File: config.mk
export PLATFORM = sky130hd
export DESIGN_NAME = pwm_ctrl_flat
export DESIGN_NICKNAME = d
export VERILOG_FILES = /design/src/rtl/pwm_pkg.sv /design/src/rtl/pwm_ctrl_if.sv /design/src/rtl/duty_ramp.sv /design/src/rtl/pwm_ctrl.sv /design/src/flat_wrapper.sv
export SDC_FILE = /design/constraint.sdc
export NUM_CORES = 1
export LEC_CHECK = 0
export CORE_ASPECT_RATIO = 0.6
export CORE_MARGIN = 4
export CORE_UTILIZATION = 35
export CTS_BUF_LIST = sky130_fd_sc_hd__clkbuf_2
export CTS_CLUSTER_DIAMETER = 30
export DETAILED_ROUTE_END_ITERATION = 10
export GPL_TIMING_DRIVEN = 0
export PLACE_DENSITY = 0.64
export SYNTH_ARGS = -nofsm -noshare
export SYNTH_HDL_FRONTEND = slang
export SYNTH_SLANG_ARGS = --single-unit
File: constraint.sdc
create_clock -name clock -period 7.2 [get_ports clock]
set_input_delay 0.72 -clock clock [delete_from_list [all_inputs] [get_ports clock]]
set_output_delay 0.72 -clock clock [all_outputs]
set_load 0.005 [all_outputs]
File: src/rtl/pwm_pkg.sv
// Shared types and defaults for the PWM controller.
package pwm_pkg;

  localparam int WIDTH_DEF = 8;

  // IDLE: PWM stopped; RUN: counting; DRAIN: finishing the current period.
  typedef enum logic [1:0] {
    IDLE  = 2'd0,
    RUN   = 2'd1,
    DRAIN = 2'd2
  } state_t;

endpackage

File: src/rtl/pwm_ctrl_if.sv
// Configuration/command/status bundle between a PWM user and pwm_ctrl.
//
// Handshake: a configuration moves only in a cycle where cfg_valid and
// cfg_ready are both high. cfg_valid may be raised at any time and does not
// depend on cfg_ready; cfg_ready is low exactly while an accepted
// configuration is still waiting to be applied at a period boundary.
interface pwm_ctrl_if
  import pwm_pkg::*;
#(
  parameter int WIDTH = WIDTH_DEF
);

  logic             cfg_valid;
  logic             cfg_ready;
  logic [WIDTH-1:0] cfg_T;
  logic [WIDTH-1:0] cfg_duty;
  logic             start;
  logic             stop;
  logic [WIDTH-1:0] cont;
  logic             inc;
  logic [WIDTH-1:0] T;
  logic [WIDTH-1:0] duty;
  logic             busy;
  logic             err;
  state_t           state;

  modport master (
    output cfg_valid, cfg_T, cfg_duty, start, stop, cont,
    input  cfg_ready, inc, T, duty, busy, err, state
  );

  modport slave (
    input  cfg_valid, cfg_T, cfg_duty, start, stop, cont,
    output cfg_ready, inc, T, duty, busy, err, state
  );

endinterface

File: src/rtl/duty_ramp.sv
// Duty slew: one step of at most STEP from current toward target, landing
// exactly on target when the remaining gap is no larger than STEP.
module duty_ramp #(
  parameter int WIDTH = 8,
  parameter int STEP  = 1
) (
  input  logic [WIDTH-1:0] target,
  input  logic [WIDTH-1:0] current,
  output logic [WIDTH-1:0] next,
  output logic             done
);

  logic [WIDTH-1:0] gap;

  // Distance to target, then a bounded move that never passes the target.
  always_comb begin
    gap  = (target > current) ? (target - current) : (current - target);
    next = target;
    if (int'(gap) > STEP) begin
      next = (target > current) ? (current + WIDTH'(STEP)) : (current - WIDTH'(STEP));
    end
  end

  assign done = (gap == '0);

endmodule

File: src/rtl/pwm_ctrl.sv
// PWM controller: accepts period/duty configurations, applies them at PWM
// period boundaries with a slewed duty, and sequences run/stop of the PWM.
module pwm_ctrl
  import pwm_pkg::*;
#(
  parameter int WIDTH = WIDTH_DEF,
  parameter int STEP  = 1
) (
  input logic       clock,
  input logic       reset,
  pwm_ctrl_if.slave io
);

  state_t           state;
  state_t           state_nx;
  logic [WIDTH-1:0] t_q;
  logic [WIDTH-1:0] duty_q;
  logic [WIDTH-1:0] target_q;
  logic [WIDTH-1:0] pend_t;
  logic [WIDTH-1:0] pend_duty;
  logic             pend;
  logic             err;

  logic             running;
  logic             boundary;
  logic             accept;
  logic             reject;
  logic             clamp;
  logic             cfg_clean;
  logic [WIDTH-1:0] cfg_duty_cl;
  logic             start_req;
  logic             start_bad;
  logic [WIDTH-1:0] eff_t;
  logic [WIDTH-1:0] eff_target;
  logic [WIDTH-1:0] eff_cur;
  logic [WIDTH-1:0] ramp_next;
  logic             ramp_done;

  assign running     = (state != IDLE);
  assign boundary    = running && (io.cont == t_q);
  assign accept      = io.cfg_valid && !pend;
  assign reject      = accept && (io.cfg_T == '0);
  assign clamp       = accept && !reject && (io.cfg_duty > io.cfg_T);
  assign cfg_clean   = accept && !reject && !clamp;
  assign cfg_duty_cl = (io.cfg_duty > io.cfg_T) ? io.cfg_T : io.cfg_duty;
  // start together with stop counts as stop only
  assign start_req   = io.start && !io.stop;
  assign start_bad   = (state == IDLE) && start_req && (t_q == '0);

  // A pending config takes effect at the boundary; the current duty is first
  // clamped into the new period so duty never exceeds T.
  assign eff_t      = pend ? pend_t : t_q;
  assign eff_target = pend ? pend_duty : target_q;
  assign eff_cur    = (duty_q > eff_t) ? eff_t : duty_q;

  duty_ramp #(
    .WIDTH (WIDTH),
    .STEP  (STEP)
  ) u_ramp (
    .target  (eff_target),
    .current (eff_cur),
    .next    (ramp_next),
    .done    (ramp_done)
  );

  // State register.
  always_ff @(posedge clock or posedge reset) begin
    if (reset) state <= IDLE;
    else       state <= state_nx;
  end

  // Run/stop sequencing; DRAIN ends at the next boundary unless restarted.
  always_comb begin
    state_nx = state;
    case (state)
      IDLE:    if (start_req && (t_q != '0)) state_nx = RUN;
      RUN:     if (io.stop) state_nx = DRAIN;
      DRAIN: begin
        if (start_req)     state_nx = RUN;
        else if (boundary) state_nx = IDLE;
      end
      default: state_nx = IDLE;
    endcase
  end

  // Period, duty, target and pending-config registers.
  always_ff @(posedge clock or posedge reset) begin
    if (reset) begin
      t_q       <= '0;
      duty_q    <= '0;
      target_q  <= '0;
      pend_t    <= '0;
      pend_duty <= '0;
      pend      <= 1'b0;
    end else begin
      if (boundary) begin
        t_q      <= eff_t;
        target_q <= eff_target;
        duty_q   <= ramp_next;
        pend     <= 1'b0;
      end
      // A config left pending when DRAIN ended is applied directly in IDLE.
      if ((state == IDLE) && pend) begin
        t_q      <= pend_t;
        duty_q   <= pend_duty;
        target_q <= pend_duty;
        pend     <= 1'b0;
      end
      // Placed after the boundary update so a config accepted on a boundary
      // stays pending for the following one.
      if (accept && !reject) begin
        if (state == IDLE) begin
          t_q      <= io.cfg_T;
          duty_q   <= cfg_duty_cl;
          target_q <= cfg_duty_cl;
        end else begin
          pend      <= 1'b1;
          pend_t    <= io.cfg_T;
          pend_duty <= cfg_duty_cl;
        end
      end
    end
  end

  // Sticky error: setting events win over a clean transfer in the same cycle.
  always_ff @(posedge clock or posedge reset) begin
    if (reset)                            err <= 1'b0;
    else if (reject || clamp || start_bad) err <= 1'b1;
    else if (cfg_clean)                   err <= 1'b0;
  end

  assign io.cfg_ready = !pend;
  assign io.inc       = running;
  assign io.T         = t_q;
  assign io.duty      = duty_q;
  assign io.busy      = running || pend || !ramp_done;
  assign io.err       = err;
  assign io.state     = state;

endmodule
File: src/flat_wrapper.sv
// flat-port wrapper written by rule: the top's interface ports become plain ports
module pwm_ctrl_flat import pwm_pkg::*;
#(
  parameter int WIDTH = WIDTH_DEF,
  parameter int STEP  = 1
)
  (clock, reset, io_cfg_valid, io_cfg_T, io_cfg_duty, io_start, io_stop, io_cont, io_cfg_ready, io_inc, io_T, io_duty, io_busy, io_err, io_state);
  pwm_ctrl_if #(.WIDTH(WIDTH)) io_i ();
  input logic clock;
  input logic reset;
  input wire logic [$bits(io_i.cfg_valid)-1:0] io_cfg_valid;
  input wire logic [$bits(io_i.cfg_T)-1:0] io_cfg_T;
  input wire logic [$bits(io_i.cfg_duty)-1:0] io_cfg_duty;
  input wire logic [$bits(io_i.start)-1:0] io_start;
  input wire logic [$bits(io_i.stop)-1:0] io_stop;
  input wire logic [$bits(io_i.cont)-1:0] io_cont;
  output wire logic [$bits(io_i.cfg_ready)-1:0] io_cfg_ready;
  output wire logic [$bits(io_i.inc)-1:0] io_inc;
  output wire logic [$bits(io_i.T)-1:0] io_T;
  output wire logic [$bits(io_i.duty)-1:0] io_duty;
  output wire logic [$bits(io_i.busy)-1:0] io_busy;
  output wire logic [$bits(io_i.err)-1:0] io_err;
  output wire logic [$bits(io_i.state)-1:0] io_state;
  assign io_i.cfg_valid = io_cfg_valid;
  assign io_i.cfg_T = io_cfg_T;
  assign io_i.cfg_duty = io_cfg_duty;
  assign io_i.start = io_start;
  assign io_i.stop = io_stop;
  assign io_i.cont = io_cont;
  assign io_cfg_ready = io_i.cfg_ready;
  assign io_inc = io_i.inc;
  assign io_T = io_i.T;
  assign io_duty = io_i.duty;
  assign io_busy = io_i.busy;
  assign io_err = io_i.err;
  assign io_state = io_i.state;
  pwm_ctrl #(.WIDTH(WIDTH), .STEP(STEP)) u_core (.clock(clock), .reset(reset), .io(io_i));
endmodule
==> metrics.txt, run 1 <==
outcome=completed; Post-Synth Simple-Gate Area=0.148; post-synthesis area per instance=8.71 um2; Worst Path Max Fanout=13; num ports=51; slew at the pin closest to its max-slew limit=0.658 ns; Residual DRC=0; initial antenna violation count=0; H-tree levels=2; EDFF count, synth=0; FF+latch count, synth=44; die height=91.5 um; worst setup path startpoint=u_core.pend; CP Class=flop to output port; Worst-Skew Late Latency=0.45 ns; first-pass GRT wire length=20500 um; prevailing post-synth register cell=dfrtp_1; CTS tree=yes; routed len/inst=19.1 um; met3 Usage GRT=0.0424; fin crit period=6.99 ns; Core Footprint=0.0113 mm2; most used routing layer=met1; PortBufs=50; CTS sink count=44; initial core utilization=0.359; Total GRT Usage=0.191; Vias=3905; Final HPWL DP=10300 um; Root Buffer=clkbuf_2; starting DRC count in detailed routing=403; Synth top area share=0.271; largest net degree at the start of global routing=44; R2R setup slack=1.06 ns; fmax=0.143 GHz; M1 GR Usage=0.301; final setup fails=0; main combinational cell family by area after synthesis=compound AO/OA/AOI/OAI gates; post-synthesis mux area share=0.140; Routed Antenna Nets=0; Critical Path AT=6.27 ns; worst flop-to-flop path startpoint=u_core.pend; worst hold path type=input pin to async pin; Synth Area in Adders=0.113; die width=147 um; clock skew=0.0174 ns; final hold violations=0; Final Cell Area=0.00502 mm2; vias in the first global route=3726; synth warn=0; most frequent cells after synthesis=44 x dfrtp_1, 37 x o21ai_0, 36 x nand2_1; diode count=0; Clock Path Buffers=2; Async SR Flop Fraction=1.00; share of layout cells above drive strength 1=0.143; Die ar.=0.0135 mm2; Final Cycle Share=0.971; Post-Place Setup Slack=-1.03 ns; CTS Buf Count=5; top post-synthesis cells by area=dfrtp_1 27%, ha_1 11%, mux2i_1 7.4%, mux2_2 6.1%, o21ai_0 4.6%; floorplan row count=30; CP endpoint kind=output port; met2 Track Usage GR=0.264; Synth Area in Compound Gates=0.225; final worst setup slack=0.208 ns; fillers=1123; cell area after synthesis=0.00407 mm2; Yosys top cell by area=dfrtp_1; Post-Route WL=13100 um; Setup crit start kind=flop; XOR/XNOR Fraction of Synth Area=0.0452; Seq/Total Area, Yosys=0.271; Max Cap Viol=0; Final Wtd Congestion=0.855; top-count cell post-synth=dfrtp_1; Synthesized Nets=532; WP data required=6.48 ns; Mapped Cells=467; Clock transition at path regs=0.25 ns; GRT Residual Overflow=0; Slew Limit Fails=0; worst relative slew slack=0.561; drt first pass iters=5; Post-DP Area=0.00479 mm2; Layout Nets=590; unrepaired setup endpoints after global routing=no; via/cell ratio=5.69; Layout area overhead=23.4%; Yosys cell types=64
[placed cells by master (no fill, tap or decap), types with 3 or more instances in the layout]
cell	instances
a21oi_1	25
o21ai_0	34
clkbuf_2	5
ha_1	29
a21o_1	11
nor3_1	4
o21a_1	4
a31oi_1	3
ha_4	5
mux2_2	22
clkdlybuf4s50_1	50
clkbuf_1	7
nor2b_1	7
nand3_1	8
nand2b_1	5
dfrtp_1	44
buf_6	3
buf_4	7
nand4_1	6
xnor2_1	9
mux2i_2	3
o21bai_1	5
a22oi_1	12
buf_1	3
o211ai_1	7
and3_1	5
xor2_1	11
nand2_1	36
nor2_1	35
mux2i_4	3
o21ai_1	4
mux2i_1	25
nor4_1	6
inv_1	32
[state kept, by name, indices dropped and copies added, names as in the netlist]
name and count:
u_core.pend_t 8, u_core.pend_duty 8, u_core.target_q 8, u_core.pend 1, u_core.io.err 1, u_core.io.state 2, u_core.io.duty 8, u_core.io.T 8
[routing by layer]
metal | wire length, um | share of wire | up-vias
met3 | 1210 | 0.092 | 14
met2 | 5290 | 0.40 | 165
met5 | 0 | 0 | -
met1 | 6470 | 0.49 | 1915
li1 | - | - | 1811
met4 | 125 | 0.0095 | 0
[stage by stage]
| step | TNS, ns | std cells | utilization | hold slack [ns] |
|---|---|---|---|---|
| after floorplan | 0 | 467 | - | 0.485 |
| after global placement | -1.60 | 677 | 0.421 | 0.519 |
| after detailed placement | -1.98 | 678 | 0.422 | 0.525 |
| after CTS | 0 | 684 | 0.431 | 0.368 |
| after global routing | 0 | 686 | 0.443 | 0.361 |
| final | 0 | 686 | 0.443 | 0.395 |
[area by class of cell]
| cell class | count | area, um2 | share of cell area |
|---|---|---|---|
| clock buffer | 5 | 25.0 | 0.00499 |
| timing repair buffer | 56 | 558 | 0.111 |
| buffer | 17 | 121 | 0.0242 |
| multi-input combinational | 367 | 2870 | 0.571 |
| clock inverter | 3 | 18.8 | 0.00374 |
| inverter | 34 | 128 | 0.0254 |
| tap | 160 | 200 | 0.0399 |
| sequential | 44 | 1100 | 0.219 |
[what timing repair did]
item                       4_1_cts  5_1_grt
cloned                           0        0
gates resized for setup         19       20
setup endpoints to repair        9        1
hold buffers                     0        0
pin swaps                        2        4
buffers inserted                 1        4
[path summary, 6_finish.rpt]
check,depth (start not counted),to
max in group asynchronous,3,u_core.pend_duty[5]
min,2,u_core.io.T[7]
max reg2reg,28,u_core.io.duty[6]
max,22,io_busy
min in group clock,2,u_core.io.T[0]
min reg2reg,2,u_core.io.T[0]
[critical path, cell delays in order, from the launching register on]
cell and delay [ns]:
dfrtp_1 0.39, buf_4 0.17, buf_8 0.17, buf_12 0.16, mux2i_4 0.29, ha_4 0.25, a21o_1 0.22, a221oi_2 0.34
buf_4 0.17, mux2_2 0.35, o221ai_4 0.29, inv_2 0.13, ha_4 0.35, nand2_1 0.10, nor3_1 0.19, nand3_1 0.13
o311a_4 0.17, a21o_1 0.22, buf_6 0.18, o41ai_2 0.38, nand4_1 0.23, or4_4 0.47, clkdlybuf4s50_1 0.46
[cell families (layout without fill, tap and decap cells)]
kind of cell    Yosys count  in the layout
compound gates          132            132
buf+inv                  56            115
flops                    44             44
simple gates            125            125
fa+ha+maj                36             36
xor+xnor                 21             21
mux                      53             53
Power of run 1 is not shown: default switching activity piles up to over one toggle a cycle in this logic, so the estimate is an artifact.
==> run 2, diff against run 1 <==
clock period = 7 ns   (was 7.2 ns; I/O delays follow)
==> metrics.txt, run 2 (synthesis results as in run 1) <==
outcome=completed; Final HPWL DP=10300 um (unchanged); CTS sink count=44 (unchanged); worst flop-to-flop path startpoint=u_core.pend; share of layout cells above drive strength 1=0.155 (+0.0121); Routed Antenna Nets=0 (unchanged); worst hold path type=input pin to async pin; CP endpoint kind=output port; commonest non-fill, non-tap cell in the layout=clkdlybuf4s50_1; die height=91.5 um (unchanged); Worst Path Max Fanout=13 (unchanged); Post-CTS Hold Fix Bufs=0 (unchanged); Critical Path AT=5.87 ns (-0.40 ns); Final Cell Area=0.00510 mm2 (+1.7%); Post-Route WL=13200 um (+0.66%); final hold violations=0 (unchanged); vias in the first global route=3766 (+1.1%); Slew Limit Fails=0 (unchanged); GRT Residual Overflow=0 (unchanged); drt first pass iters=5 (unchanged); CP endpoint=io_busy; Setup crit start kind=flop; die width=147 um (unchanged); routed len/inst=19.1 um (about the same); Clock transition at path regs=0.24 ns (about the same); slew at the pin closest to its max-slew limit=0.658 ns (-0.000835 ns); fin crit period=6.57 ns; Post-DP Area=0.00479 mm2 (unchanged); R2R depth=26 (-7.1%); initial core utilization=0.359 (unchanged); H-tree levels=2 (unchanged); R2R setup slack=0.96 ns (-0.10 ns); reg2reg end=u_core.io.duty[6]; initial antenna violation count=0 (unchanged); worst setup path startpoint=u_core.pend; worst relative slew slack=0.562 (about the same); diode count=0 (unchanged); final setup fails=0 (unchanged); PortBufs=50 (unchanged); Core Footprint=0.0113 mm2 (unchanged); Worst-Skew Late Latency=0.45 ns (about the same); first-pass GRT wire length=20500 um (+0.30%); CP Class=flop to output port; most used cells in the layout excluding fill and tap cells=49 x clkdlybuf4s50_1, 44 x dfrtp_1, 36 x nand2_1, 35 x nor2_1, 34 x o21ai_0; Max Cap Viol=0 (unchanged); Vias=3981 (+1.9%); Final Wtd Congestion=0.855 (unchanged); floorplan row count=30 (unchanged); fmax=0.152 GHz; Total GRT Usage=0.191 (+0.000444); Residual DRC=0 (unchanged); Post-Place Setup Slack=-1.21 ns (-0.180 ns); area occupied by multi-input gates=0.00290 mm2 (+1.3%); starting DRC count in detailed routing=461 (+14%); Layout Nets=594 (+0.68%); clock skew=0.0138 ns (-0.00363 ns); num ports=51 (unchanged); CTS tree=yes; CTS Buf Count=5 (unchanged); Clock Path Buffers=2 (unchanged); Die ar.=0.0135 mm2 (unchanged); Final Cycle Share=0.938; sequential standard cell area=0.00110 mm2 (unchanged); WP data required=6.30 ns (-0.18 ns); fillers=1115 (-0.71%); Root Buffer=clkbuf_2; largest net degree at the start of global routing=44 (unchanged); unrepaired setup endpoints after global routing=no; via/cell ratio=5.77 (+1.4%); Layout area overhead=25.5%; final worst setup slack=0.433 ns (+0.225 ns)
run 2: per-stage QoR:
step / TNS [ns] / util / hold WS [ns] / std cells
detailed placement: -3.68 / 0.422 / 0.525 / 678
finish: 0 / 0.450 / 0.368 / 690
global placement: -2.66 / 0.421 / 0.519 / 677
floorplan: 0 / - / 0.485 / 467
global route: 0 / 0.450 / 0.346 / 690
CTS: 0 / 0.436 / 0.348 / 683
run 2: worst min path at each step:
stage / end / slack [ns] / cells after the start
after detailed placement: u_core.io.T[4] / 0.53 / 2
after global routing: u_core.io.T[7] / 0.35 / 2
after floorplan: u_core.io.T[0] / 0.49 / 2
after global placement: u_core.io.T[6] / 0.52 / 2
after CTS: u_core.io.T[7] / 0.35 / 2
final: u_core.io.T[7] / 0.37 / 2
run 2: routing by layer:
metal,up-vias,track usage,part of all wire
li1,1817,-,-
met1,1975,0.300,0.50
met2,173,0.265,0.40
met3,16,0.0434,0.087
met4,0,0.0341,0.0096
met5,-,0,0
run 2: worst max-delay path, stage by stage (launching register included):
cell and delay [ns]:
dfrtp_1 0.40, buf_6 0.14, buf_12 0.16, buf_12 0.14
mux2i_4 0.28, ha_4 0.25, a21o_1 0.22, a221oi_4 0.30
buf_4 0.15, mux2_2 0.35, o221ai_4 0.29, inv_2 0.13
ha_4 0.34, nand2_1 0.09, nor3_1 0.19, nand3_1 0.13
o311a_4 0.18, a21o_1 0.22, buf_6 0.18, o41ai_2 0.40
nand4_1 0.23, or4_4 0.47, dlymetal6s2s_1 0.17
run 2: cell type report:
type / count / share of cell area
Sequential cell: 44 / 0.216
Buffer: 17 / 0.0270
Multi-Input combinational cell: 367 / 0.569
Clock inverter: 3 / 0.00368
Clock buffer: 5 / 0.00490
Inverter: 34 / 0.0250
Timing Repair Buffer: 60 / 0.116
Tap cell: 160 / 0.0392
run 2: repair_timing:
item	in CTS	in global routing
resized for setup	31	18
pin swaps	2	7
endpoints found under the hold margin	0	0
buffers inserted	1	8
setup endpoints to repair	9	1
Power of run 2 is left out for the same reason.
